`config.mk`:
```
export PLATFORM = sky130hd
export DESIGN_NAME = serializer
export DESIGN_NICKNAME = d
export VERILOG_FILES = /design/src/rtl/serializer.sv
export SDC_FILE = /design/constraint.sdc
export NUM_CORES = 1
export LEC_CHECK = 0
export ABC_CLOCK_PERIOD_IN_PS = 1300
export BUFFER_PORTS_ARGS = -buffer_cell sky130_fd_sc_hd__clkbuf_2
export CAP_MARGIN = 20
export CORE_ASPECT_RATIO = 0.6
export CORE_UTILIZATION = 24
export DETAILED_ROUTE_END_ITERATION = 6
export GPL_ROUTABILITY_DRIVEN = 0
export GPL_TIMING_DRIVEN = 1
export PLACE_DENSITY = 0.4
export SLEW_MARGIN = 20
export SYNTH_ARGS = -nofsm -noshare
export SYNTH_HDL_FRONTEND = slang
export SYNTH_SLANG_ARGS = --single-unit
```
`constraint.sdc`:
```
create_clock -name clk -period 1.3 [get_ports clk]
set_clock_uncertainty 0.2 [all_clocks]
set_input_delay 0.26 -clock clk [delete_from_list [all_inputs] [get_ports clk]]
set_output_delay 0.26 -clock clk [all_outputs]
set_load 0.01 [all_outputs]
```
`src/rtl/serializer.sv`:
```
// serializer: shifts a parallel word out LSB first, then pulses ser_done for one clock.
module serializer #(
    parameter int DATA_WIDTH = 8
) (
    input  logic                  clk,
    input  logic                  rst,
    input  logic [DATA_WIDTH-1:0] P_DATA,
    input  logic                  ser_en,
    output logic                  ser_done,
    output logic                  ser_data
);
    localparam int CW = DATA_WIDTH > 1 ? $clog2(DATA_WIDTH) : 1;
    typedef enum logic [1:0] {IDLE, SHIFT, DONE} state_t;
    state_t                state_q;
    logic [DATA_WIDTH-1:0] shift_q;
    logic [DATA_WIDTH-1:0] shift_d;
    logic [CW-1:0]         cnt_q;
    logic                  done_q;
    logic                  data_q;
    assign shift_d  = shift_q >> 1;
    assign ser_done = done_q;
    assign ser_data = data_q;
    // data_q always mirrors shift_q[0] while in SHIFT, so it is loaded with the next bit one edge early
    always_ff @(posedge clk or negedge rst) begin
        if (!rst) begin
            state_q <= IDLE;
            shift_q <= '0;
            cnt_q   <= '0;
            done_q  <= 1'b0;
            data_q  <= 1'b0;
        end else begin
            case (state_q)
                IDLE: begin
                    done_q <= 1'b0;
                    data_q <= 1'b0;
                    if (ser_en) begin
                        shift_q <= P_DATA;
                        cnt_q   <= '0;
                        data_q  <= P_DATA[0];
                        state_q <= SHIFT;
                    end
                end
                SHIFT: begin
                    shift_q <= shift_d;
                    if (cnt_q == CW'(DATA_WIDTH - 1)) begin
                        cnt_q   <= '0;
                        data_q  <= 1'b0;
                        done_q  <= 1'b1;
                        state_q <= DONE;
                    end else begin
                        cnt_q  <= cnt_q + CW'(1);
                        data_q <= shift_d[0];
                    end
                end
                DONE: begin
                    done_q  <= 1'b0;
                    data_q  <= 1'b0;
                    state_q <= IDLE;
                end
                default: begin
                    done_q  <= 1'b0;
                    data_q  <= 1'b0;
                    state_q <= IDLE;
                end
            endcase
        end
    end
endmodule

```
=== After elaboration in Yosys (flattened, before gate mapping) ===
Cells that the tools add are included.

* Bits in registers: 15
* Logic and storage cells: 27

* Equality and inequality tests: 4
* Reductions and logical operators: 4
* $add $sub $neg: 1
* Multiplexer cells: 13

{| class="wikitable"
|+ Operators by type and width
! kind !! number
|-
| one-hot mux 8 bit (2 select lines) || 1
|-
| 2-to-1 mux 8 bit || 1
|-
| 2-to-1 mux 3 bit || 2
|-
| one-hot mux 3 bit (2 select lines) || 1
|-
| 2-to-1 mux 1 bit || 4
|-
| 2-to-1 mux 2 bit || 2
|-
| inequality test 2 bit (second input constant) || 2
|-
| one-hot mux 2 bit (2 select lines) || 1
|-
| AND reduction 2 bit || 2
|-
| adder 3 x 1 -> 3 bit (second input constant) || 1
|-
| == test 3 bit (second input constant) || 1
|-
| == test 2 x 1 -> 1 bit (second input constant) || 1
|-
| logical NOT 2 bit || 1
|-
| one-hot mux 1 bit (2 select lines) || 1
|-
| nonzero test 2 bit || 1
|}

=== Longest topological paths before layout ===
Gate-level depths: netlist of run 1.

* Word-level depth: 3
* Gate-level depth with buffers: 5
* Gate-level depth less buffers: 5

=== Worst setup path after synthesis of run 1 ===
OpenSTA, ideal clock, no wires.

* Kind: reg-to-reg
* From: register cnt_q[0]
* To: register cnt_q[2]
* Data required time: 979 ps
* Data arrival time: 1004 ps
* Slack: -25 ps
* Library setup time: 121 ps
* Stages on the path, launching flop included: 4
* Cell sequence: dfrtp_1 -> ha_1 -> ha_1 -> a22o_1

* Word-level cells in the longest chain between the ends: 3
* Elaborated cells between the ends (all ways): 4
* Those cells by class: add/sub: 1; eq/ne: 1; mux: 2

{| class="wikitable"
|+ Ends and longest elaborated chain
! element !! RTL line !! text
|-
| start, declared || 17 || <nowiki>logic [CW-1:0] cnt_q;</nowiki>
|-
| start signal, assigned || 51 || <nowiki>cnt_q <= cnt_q + CW'(1);</nowiki>
|-
| adder 3 x 1 -> 3 bit / == test 3 bit (equally long branches) || 51, 45 ||
|-
| 2-to-1 mux 3 bit * || 45 || <nowiki>if (cnt_q == CW'(DATA_WIDTH - 1)) begin</nowiki>
|-
| one-hot mux 3 bit (2 select lines) * || 32 || <nowiki>case (state_q)</nowiki>
|}

Every way passes the cells marked *; elsewhere a longest branch is shown, timed or not.
A chain may end at the register's enable or synchronous reset.

=== Worst setup path in the final report of run 1 ===
* From: register state_q[0]
* To: register shift_q[1]

* Word-level cells in the longest chain between the ends: 3
* Elaborated cells between the ends (all ways): 6
* Those cells by class: eq/ne: 2; mux: 1; reduce/logical: 3

{| class="wikitable"
|+ Ends and longest elaborated chain
! element !! RTL line !! text
|-
| start, declared || 14 || <nowiki>state_t state_q;</nowiki>
|-
| start signal, assigned || 26 || <nowiki>state_q <= IDLE;</nowiki>
|-
| start signal, assigned || 40 || <nowiki>state_q <= SHIFT;</nowiki>
|-
| start signal, assigned || 49 || <nowiki>state_q <= DONE;</nowiki>
|-
| == test 2 x 1 -> 1 bit / logical NOT 2 bit (equally long branches) || 32 ||
|-
| nonzero test 2 bit (no line) / inequality test 2 bit (equally long branches) || -- ||
|-
| AND reduction 2 bit (no line) || -- ||
|-
| end signal, assigned || 44 || <nowiki>shift_q <= shift_d;</nowiki>
|-
| end, declared || 15 || <nowiki>logic [DATA_WIDTH-1:0] shift_q;</nowiki>
|}

Parallel ways exist; a longest one is shown, timed or not.

==> metrics.md, run 1 <==
| Metric | Value |
|---|---|
| Outcome | complete, but fails checks |
| Failing checks | setup timing |
| Multi-input logic area | slightly above 300 um2 |
| Register area share after synthesis | 54.9% |
| EDFF count, synth | 0 |
| Kind of critical path | reg2reg |
| Final WS setup | -0.0148 ns |
| Final min period | 1.31 ns |
| Floorplan die height | 41.9 um |
| Ant. Diodes | 0 |
| Met2 wire len | around 520 um |
| Worst Path Buf+Inv | 1 |
| Drt first pass iters | 4 |
| Asr flop ratio synth | 100% |
| Area Overhead vs Synth | 40.4% |
| Initial antenna violation count | 0 |
| RSZ-0062 raised after global routing | true |
| Dpl cells | 112 |
| LEAKAGE | around 0.43 nW |
| Met1 Wirelength | slightly above 800 um |
| Critical path's slowest cell | dfrtp_1 |
| Starting Density | 25.5% |
| Register Area | 350 um2 |
| Drt drc | 0 |
| Global-route wire length before repair | between 2 and 2.5 mm |
| Post-Route WL | 1.43 mm |
| Tcrit/Tclk final | 101% |
| Crit Path Max Fanout | 4 |
| Syn Area/Cell | ~11 um2 |
| Fin cells | 116 |
| CTS Buffer Depth | 2 |
| Root Buffer | clkbuf_8 |
| CP Cell Sequence | buf_4, nor2b_2, a22oi_1, nand3_1 |
| Core Area | 0.00250 mm2 |
| Startpoint types | register |
| First DRT Iteration DRCs | 10 |
| Tightest Pin Transition | about 0.38 ns |
| Clock-pin slew on the worst setup and hold paths | 0.05 ns |
| Hold crit path type | in2reg |
| Die span in x | around 69 um |
| Max frequency | around 0.76 GHz |
| Critical path capture point type | register |
| Row count | 14 |
| # fillers | 269 |
| Largest net degree at the start of global routing | 15 |
| Worst-Skew Late Latency | about 0.24 ns |
| Pwr/cell area | 2170 mW/mm2 |
| #FFs+latches synth | 14 |
| CP delay by family, top | flip-flops |
| Port-buffer cells | 12 |
| Worst path required time | 1.22 ns |
| VDD IR max | 0.609 mV |
| Postcts setup bufs | 0 |
| DRT antenna net count | 0 |
| Max Cap Violations | 0 |
| Vias per inst | ~4.4 |
| Hold_ws | 0.0526 ns |
| Most frequent cells in the layout | dfrtp_1, clkbuf_2, buf_4 |
| Synthesis Warnings | 0 |
| Synth unique cells | 24 |
| Ports | 13 |
| DR vias | approximately 500 |
| Vias in the first global route | 502 |
| Max-slew headroom | 74.9% |
| Final setup violation count | 2 |
| Nets | 99 |
| Hold Vio Cnt, Final | 0 |
| CTS tree | done |
| DR WL/cell | 12.4 um |
| Dpl hpwl | ~1.1 mm |
| H-tree depth | 1 |
| WP data arrival | 1.23 ns |
| Mapped Cells | 60 |
| Highest metal used | met4 |
| Slew Limit Fails | 0 |
| Fin Setup TNS | -0.0258 ns |
| Mapped Area | around 640 um2 |
| Total gr overflow | 0 |
| Primary FF master, synth | dfrtp_1 |
| Layout cells sized above 1 | 41.7% |
| Commonest non-fill, non-tap cell in the layout | dfrtp_1 |
| Die area | roughly 0.0029 mm2 |
| Metal3 WL | 78 um |
| Pre-CTS WS | -0.0279 ns |
| TritonCTS Buffers | 3 |
| Slowest Stage Delay on Critical Path | 0.39 ns |
| Clock sink count | 14 |
| Synthesized Nets | 73 |
| Global Route Usage Sum | 12.2% |
[routing by layer]
layer,vias to the layer above,global-route usage (%)
met4,0,2.50
met5,-,0
met3,2,6.59
li1,262,-
met1,234,17.8
met2,11,15.5
[repair_timing]
item,4_1_cts,5_1_grt
endpoints found under the setup margin,8,12
resized for setup,6,1
hold buffers,1,0
pin swaps,4,1
endpoints found under the hold margin,14,0
[cells in the mapped netlist, drive strengths merged, types with 2 or more instances]
cell,instances,area share (%)
dfrtp,14,55
nor2,9,5.3
inv,3,1.8
nand2,3,1.8
nand3,3,2.4
nand3b,3,3.5
a22o,2,2.7
a22oi,2,2.4
a2bb2oi,2,2.7
ha,2,3.9
nand2b,2,2.0
nor2b,2,2.0
o22a,2,2.7
[report_power, final]
part	leakage, nW	switching [W]	internal (W)
combinational	0.232	0.000365	0.000480
sequential	0.173	0.000121	0.000632
clock	0.0216	0.000143	0.000205
[worst paths after layout]
path / depth (start not counted) / startpoint / slack (ns) / endpoint
max in group asynchronous: 2 / rst / 0.36 / state_q[0]
hold / removal: 3 / P_DATA[0] / 0.05 / ser_data
setup / recovery: 4 / state_q[0] / -0.01 / shift_q[1]
min in group asynchronous: 2 / rst / 0.26 / cnt_q[0]
setup reg to reg: 4 / state_q[0] / -0.01 / shift_q[1]
hold reg to reg: 2 / ser_done / 0.29 / ser_done
[final cells by class]
cell class              instances  area share [%]
clock buffers                   3            4.61
inverters                       3            1.26
multi-input cells              41            34.4
flip-flops and latches         14            39.1
well taps                      32            4.47
repair buffers                 23            16.2
[flip-flops by register name (all words and copies together), names as in the netlist]
| name | cells |
|---|---|
| cnt_q | 3 |
| ser_data | 1 |
| ser_done | 1 |
| shift_q | 7 |
| state_q | 2 |
[tightest hold or removal path: cells and delay by family]
family                 cells  cell delay (ns)
AND/OR/NAND/NOR            1             0.08
buffers and inverters      1             0.07
AO/OA/AOI/OAI              1             0.04
[stage by stage]
| stage | utilization [%] | power [W] | instance area [um2] |
|---|---|---|---|
| CTS | 35.8 | 0.00198 | 896 |
| global route | 35.8 | 0.00212 | 896 |
| finish | 35.8 | 0.00195 | 896 |
| global placement | 32.7 | 0.00156 | 820 |
| detailed placement | 32.7 | 0.00156 | 820 |
| floorplan | - | 0.00125 | 653 |
[cells by family after synthesis]
kind of cell | share of synthesized area, %
AND/OR/NAND/NOR | 19.8
flip-flops | 54.9
AO/OA/AOI/OAI | 16.5
buffers and inverters | 3.14
adder cells (fa/ha/maj) | 3.92
multiplexers | 1.76
Note: power is estimated with default switching activity, not from simulation.
==> inputs of run 2 (changes only) <==
--- a/config.mk
+++ b/config.mk
@@ -13,6 +13,7 @@
 export DETAILED_ROUTE_END_ITERATION = 6
 export GPL_ROUTABILITY_DRIVEN = 0
 export GPL_TIMING_DRIVEN = 1
+export HOLD_SLACK_MARGIN = 0.12
 export PLACE_DENSITY = 0.4
 export SLEW_MARGIN = 20
 export SYNTH_ARGS = -nofsm -noshare
==> run 2 against run 1 <==
Against the previous run: the run still ends with setup timing left; clock power is essentially flat; cell area is 6.3% higher; register-to-register slack hardly changed; setup slack got worse by 0.0094 ns; first-iteration DRC count fell by 40%; routed wire length grew 0.77%; sequential power grew 0.7%; die area unchanged; count of clock-buffer cells in the layout stayed put; critical path type unchanged.
==> metrics.md, run 2 (synthesized netlist as in run 1, its figures left out) <==
| Metric | Value |
|---|---|
| Hold Vio Cnt, Final | 0 (unchanged) |
| Clock-pin slew on the worst setup and hold paths | 0.06 ns (about the same) |
| Drt first pass iters | 4 (unchanged) |
| Global-route wire length before repair | 2.47 mm (+2.6%) |
| Nets | 103 (+4.0%) |
| Most flops, register | shift_q |
| LEAKAGE | 0.451 nW (+5.8%) |
| VDD IR max | 0.663 mV (+8.9%) |
| Max frequency | 0.755 GHz (-0.71%) |
| Biggest regs | shift_q x7, cnt_q x3, state_q x2 |
| Internal power | 0.00134 W (+1.9%) |
| Vias in the first global route | 531 (+5.8%) |
| Tightest Pin Transition | 0.375 ns (-0.00185 ns) |
| Root Buffer | clkbuf_8 |
| Placement-stage cell area | 820 um2 (unchanged) |
| Switching Share | 32.4% (+0.094 points) |
| Ant. Diodes | 0 (unchanged) |
| Max FFs per register | 7 (unchanged) |
| Kind of critical path | reg2reg |
| Worst-Skew Late Latency | 0.24 ns (about the same) |
| Origin of the critical flop-to-flop path | state_q[0] |
| Hold crit path type | in2reg |
| Crit path launch | state_q[0] |
| Dpl hpwl | 1.13 mm (unchanged) |
| Crit Path Max Fanout | 4 (unchanged) |
| Dpl cells | 112 (unchanged) |
| Starting Density | 25.5% (unchanged) |
| Layout cells sized above 1 | 44.3% (+2.7 points) |
| Die area | 0.00288 mm2 (unchanged) |
| Floorplan die height | 41.9 um (unchanged) |
| Worst path required time | 1.23 ns (about the same) |
| Startpoint types | register |
| Core Area | 0.00250 mm2 (unchanged) |
| Clock sink count | 14 (unchanged) |
| H-tree depth | 1 (unchanged) |
| Postcts setup bufs | 0 (unchanged) |
| HP Start | P_DATA[5] |
| Most frequent cells in the layout | dfrtp_1, clkbuf_2, buf_4 |
| DRT antenna net count | 0 (unchanged) |
| First DRT Iteration DRCs | 6 (-4) |
| DR vias | 527 (+3.5%) |
| Reg power frac | 38.2% (-0.5 points) |
| Vias per inst | 4.39 (about the same) |
| Tcrit/Tclk final | 102% (+0.72 points) |
| DR WL/cell | 12.0 um (-2.6%) |
| Final WS setup | -0.0242 ns (-0.00939 ns) |
| Sw power | 0.000643 W (+2.3%) |
| Total power | 0.00198 W (+2.0%) |
| Pre-CTS WS | -0.0279 ns (unchanged) |
| CTS Buffer Depth | 2 (unchanged) |
| Die span in x | 68.6 um (unchanged) |
| Critical path capture point type | register |
| Largest net degree at the start of global routing | 15 (unchanged) |
| Slew Limit Fails | 0 (unchanged) |
| Fin cells | 120 (+3.4%) |
| Area Overhead vs Synth | 49.2% |
| TritonCTS Buffers | 3 (unchanged) |
| Ports | 13 (unchanged) |
| Final min period | 1.32 ns (+0.00939 ns) |
| Outcome | complete, but fails checks |
| Clock share of power | 17.5% (-0.4 points) |
| Port-buffer cells | 12 (unchanged) |
| Row count | 14 (unchanged) |
| Drt drc | 0 (unchanged) |
| Combinational Power Share | 44.3% (+0.9 points) |
| Post-Route WL | 1.45 mm (+0.77%) |
| CTS tree | done |
| Commonest non-fill, non-tap cell in the layout | dfrtp_1 |
| Global Route Usage Sum | 12.5% (+0.29 points) |
| Total gr overflow | 0 (unchanged) |
| Initial antenna violation count | 0 (unchanged) |
| WP data arrival | 1.25 ns (+0.02 ns) |
| RSZ-0062 raised after global routing | true |
| Pwr/cell area | 2080 mW/mm2 (-4.0%) |
| Failing checks | setup timing |
| Design Area, Final | 952 um2 (+6.3%) |
| Max-slew headroom | 75.0% (+0.12 points) |
| Final setup violation count | 4 (+2) |
| Max Cap Violations | 0 (unchanged) |
## run 2: layout make-up
| cell class | instances | area, um2 |
|---|---|---|
| Clock buffer | 3 | 41.3 |
| Fill cell | 266 | 1550 |
| Inverter | 3 | 11.3 |
| Multi-Input combinational cell | 41 | 324 |
| Sequential cell | 14 | 350 |
| Tap cell | 32 | 40.0 |
| Timing Repair Buffer | 27 | 185 |
## run 2: critical path, cell delays in order, from the launching register on
cell     delay [ns]
dfrtp_1        0.39
nor2_2         0.08
or2_1          0.27
mux2_2         0.28
## run 2: path summary, 6_finish.rpt
path	end	slack, ns	cells past startpoint
worst max-delay path	cnt_q[0]	-0.02	3
worst min-delay path	shift_q[5]	0.17	3
worst max register to register	cnt_q[0]	-0.02	3
worst min register to register	ser_done	0.29	2
max in group asynchronous	state_q[0]	0.37	2
min in group asynchronous	cnt_q[0]	0.26	2
## run 2: power groups by stage
stage	registers, W	clock network [W]	logic (W)
final	0.000758	0.000347	0.000880
after global routing	0.000785	0.000389	0.000984
after CTS	0.000754	0.000365	0.000871
after detailed placement	0.000755	0	0.000806
after global placement	0.000760	0	0.000804
after floorplan	0.000741	0	0.000507
## run 2: through the flow
stage	util [%]	hold WS [ns]	setup TNS, ns
2_1_floorplan	-	-0.236	0
3_3_place_gp	32.7	-0.00242	-0.0911
3_5_place_dp	32.7	-0.00104	-0.114
4_1_cts	37.4	0.165	-0.0500
5_1_grt	38.0	0.177	-0.367
6_report	38.0	0.167	-0.0593
## run 2: layer usage
layer	vias up	global-route usage [%]	wire [um]
met5	-	0	0
met4	0	2.50	14
met3	2	6.59	70
met2	11	16.5	533
met1	243	17.8	825
li1	271	-	-
## run 2: repair_timing
action,in CTS,in global routing
hold buffers,5,0
gates resized for setup,6,6
endpoints found under the hold margin,18,0
setup endpoints to repair,8,12
pin swaps,4,2
==> inputs of run 3 (changes only) <==
--- a/config.mk
+++ b/config.mk
@@ -8,13 +8,16 @@
 export ABC_CLOCK_PERIOD_IN_PS = 1300
 export BUFFER_PORTS_ARGS = -buffer_cell sky130_fd_sc_hd__clkbuf_2
 export CAP_MARGIN = 20
+export CELL_PAD_IN_SITES_DETAIL_PLACEMENT = 0
+export CELL_PAD_IN_SITES_GLOBAL_PLACEMENT = 1
 export CORE_ASPECT_RATIO = 0.6
 export CORE_UTILIZATION = 24
 export DETAILED_ROUTE_END_ITERATION = 6
 export GPL_ROUTABILITY_DRIVEN = 0
 export GPL_TIMING_DRIVEN = 1
 export HOLD_SLACK_MARGIN = 0.12
-export PLACE_DENSITY = 0.4
+export PLACE_DENSITY = 0.49
+export REMOVE_ABC_BUFFERS = 1
 export SLEW_MARGIN = 20
 export SYNTH_ARGS = -nofsm -noshare
 export SYNTH_HDL_FRONTEND = slang
==> run 3 against run 2 <==
Against the previous run: the run still ends with setup timing left; hold slack improved by 0.00085 ns; sequential share of layout area is 1.6 points lower; first-iteration DRC count increased by 50%; global-route usage increased by 0.065 points; critical path type unchanged; critical endpoint unchanged; largest power group unchanged.
==> metrics.md, run 3 (synthesized netlist as in run 1, its figures left out) <==
| Metric | Value |
|---|---|
| Outcome | complete, but fails checks |
| Failing checks | setup timing |
| Critical path capture point type | register |
| Vias per inst | 4.40 (+0.26%) |
| Crit Path Max Fanout | 3 (-1) |
| Drt drc | 0 (unchanged) |
| Max Cap Violations | 0 (unchanged) |
| Ports | 13 (unchanged) |
| DR vias | 546 (+3.6%) |
| Nets | 107 (+3.9%) |
| Kind of critical path | reg2reg |
| Placement-stage cell area | 820 um2 (unchanged) |
| Worst path required time | 1.23 ns (about the same) |
| Hold Vio Cnt, Final | 0 (unchanged) |
| VDD IR max | 0.739 mV (+11%) |
| WP data arrival | 1.25 ns (about the same) |
| Clock-pin slew on the worst setup and hold paths | 0.05 ns (about the same) |
| Sw power | 0.000703 W (+9.4%) |
| Floorplan die height | 41.9 um (unchanged) |
| # fillers | 250 (-6.0%) |
| Dpl hpwl | 1.09 mm (-3.1%) |
| Layout cells sized above 1 | 47.8% (+3.5 points) |
| TritonCTS Buffers | 3 (unchanged) |
| Register Area | 353 um2 (+0.71%) |
| Starting Density | 25.5% (unchanged) |
| Root Buffer | clkbuf_8 |
| Largest net degree at the start of global routing | 15 (unchanged) |
| Final min period | 1.32 ns (+0.000239 ns) |
| Max frequency | 0.755 GHz (about the same) |
| Internal power | 0.00143 W (+6.6%) |
| DR WL/cell | 12.7 um (+5.4%) |
| Fin Setup TNS | -0.0281 ns (+0.0312 ns) |
| DRT antenna net count | 0 (unchanged) |
| RSZ-0062 raised after global routing | true |
| First DRT Iteration DRCs | 9 (+3) |
| Slew Limit Fails | 0 (unchanged) |
| Vias in the first global route | 517 (-2.6%) |
| Fin util | 40.0% (+2.0 points) |
| Row count | 14 (unchanged) |
| Biggest regs | shift_q x7, cnt_q x3, state_q x2 |
| Final WS setup | -0.0244 ns (-0.000239 ns) |
| Total power | 0.00213 W (+7.5%) |
| Max-slew headroom | 75.8% (+0.84 points) |
| Hold crit path type | in2reg |
| Tightest Pin Transition | 0.363 ns (-0.0126 ns) |
| Worst-Skew Late Latency | 0.24 ns (about the same) |
| Pwr/cell area | 2130 mW/mm2 (+2.1%) |
| Most flops, register | shift_q |
| Tcrit/Tclk final | 102% (about the same) |
| CTS Buffer Depth | 2 (unchanged) |
| Clock sink count | 14 (unchanged) |
| Multi-input logic area | 332 um2 (+2.3%) |
| Clock share of power | 16.5% (-1.0 points) |
| Post-Route WL | 1.57 mm (+8.9%) |
| Die area | 0.00288 mm2 (unchanged) |
| Global Route Usage Sum | 12.5% (+0.065 points) |
| Max FFs per register | 7 (unchanged) |
| Core Area | 0.00250 mm2 (unchanged) |
| Ant. Diodes | 0 (unchanged) |
| Port-buffer cells | 12 (unchanged) |
| Area Overhead vs Synth | 57.1% |
| Switching Share | 33.0% (+0.58 points) |
| Final setup violation count | 2 (-2) |
| CTS tree | done |
| Design Area, Final | 0.00100 mm2 (+5.3%) |
| Startpoint types | register |
| Global-route wire length before repair | 2.55 mm (+3.4%) |
| LEAKAGE | 0.467 nW (+3.4%) |
| Initial antenna violation count | 0 (unchanged) |
| Reg power frac | 36.7% (-1.5 points) |
| Drt first pass iters | 3 (-1) |
| H-tree depth | 1 (unchanged) |
| Combinational Power Share | 46.9% (+2.6 points) |
| Total gr overflow | 0 (unchanged) |
| Die span in x | 68.6 um (unchanged) |
| Most frequent cells in the layout | dfrtp_1, clkbuf_2, buf_4 |
run 3: worst max-delay path, stage by stage, from the launching register on:
cell     delay (ns)
dfrtp_1        0.35
ha_2           0.20
ha_4           0.15
nor2_1         0.05
mux2_4         0.26
run 3: what timing repair did:
item                                   4_1_cts  5_1_grt
pin swaps                                    6        1
hold buffers                                 6        0
gates resized for setup                     13        7
buffers inserted                             0        1
setup endpoints to repair                    9       11
endpoints found under the hold margin       18        0
run 3: worst paths after layout:
kind                           start          to  slack [ns]  cells after the start
setup reg to reg            cnt_q[0]    cnt_q[0]       -0.02                      4
hold / removal             P_DATA[5]  shift_q[5]        0.17                      3
hold reg to reg             ser_done    ser_done        0.30                      2
max in group asynchronous        rst  state_q[0]        0.35                      2
setup / recovery            cnt_q[0]    cnt_q[0]       -0.02                      4
min in group asynchronous        rst    cnt_q[2]        0.26                      2
run 3: area by class of cell:
| type | count | share of cell area, % |
|---|---|---|
| multi-input combinational | 41 | 33.1 |
| timing repair buffer | 31 | 22.5 |
| sequential | 14 | 35.2 |
| tap | 32 | 4.00 |
| clock buffer | 3 | 4.12 |
| inverter | 3 | 1.12 |
run 3: per-stage QoR:
stage / cells / worst slack (ns) / hold WS [ns]
after floorplan: 58 / -0.0858 / -0.236
final: 124 / -0.0244 / 0.168
after detailed placement: 114 / -0.0520 / -0.00506
after global routing: 124 / -0.0714 / 0.187
after CTS: 123 / -0.0350 / 0.163
after global placement: 114 / -0.0828 / 0.000206
run 3: layer usage:
layer / wire length, um / part of all wire (%) / GRT usage (%)
met1: 808 / 51 / 18.3
met3: 65 / 4.1 / 4.95
met4: 12 / 0.76 / 2.50
met5: 0 / 0 / 0
met2: 687 / 44 / 17.3
run 3: power groups by stage:
stage	Sequential, W	Combinational [W]	Clock [W]
after CTS	0.000772	0.000948	0.000371
after detailed placement	0.000756	0.000805	0
final	0.000782	0.00100	0.000351
after global routing	0.000805	0.00110	0.000391
after global placement	0.000765	0.000815	0
after floorplan	0.000760	0.000445	0
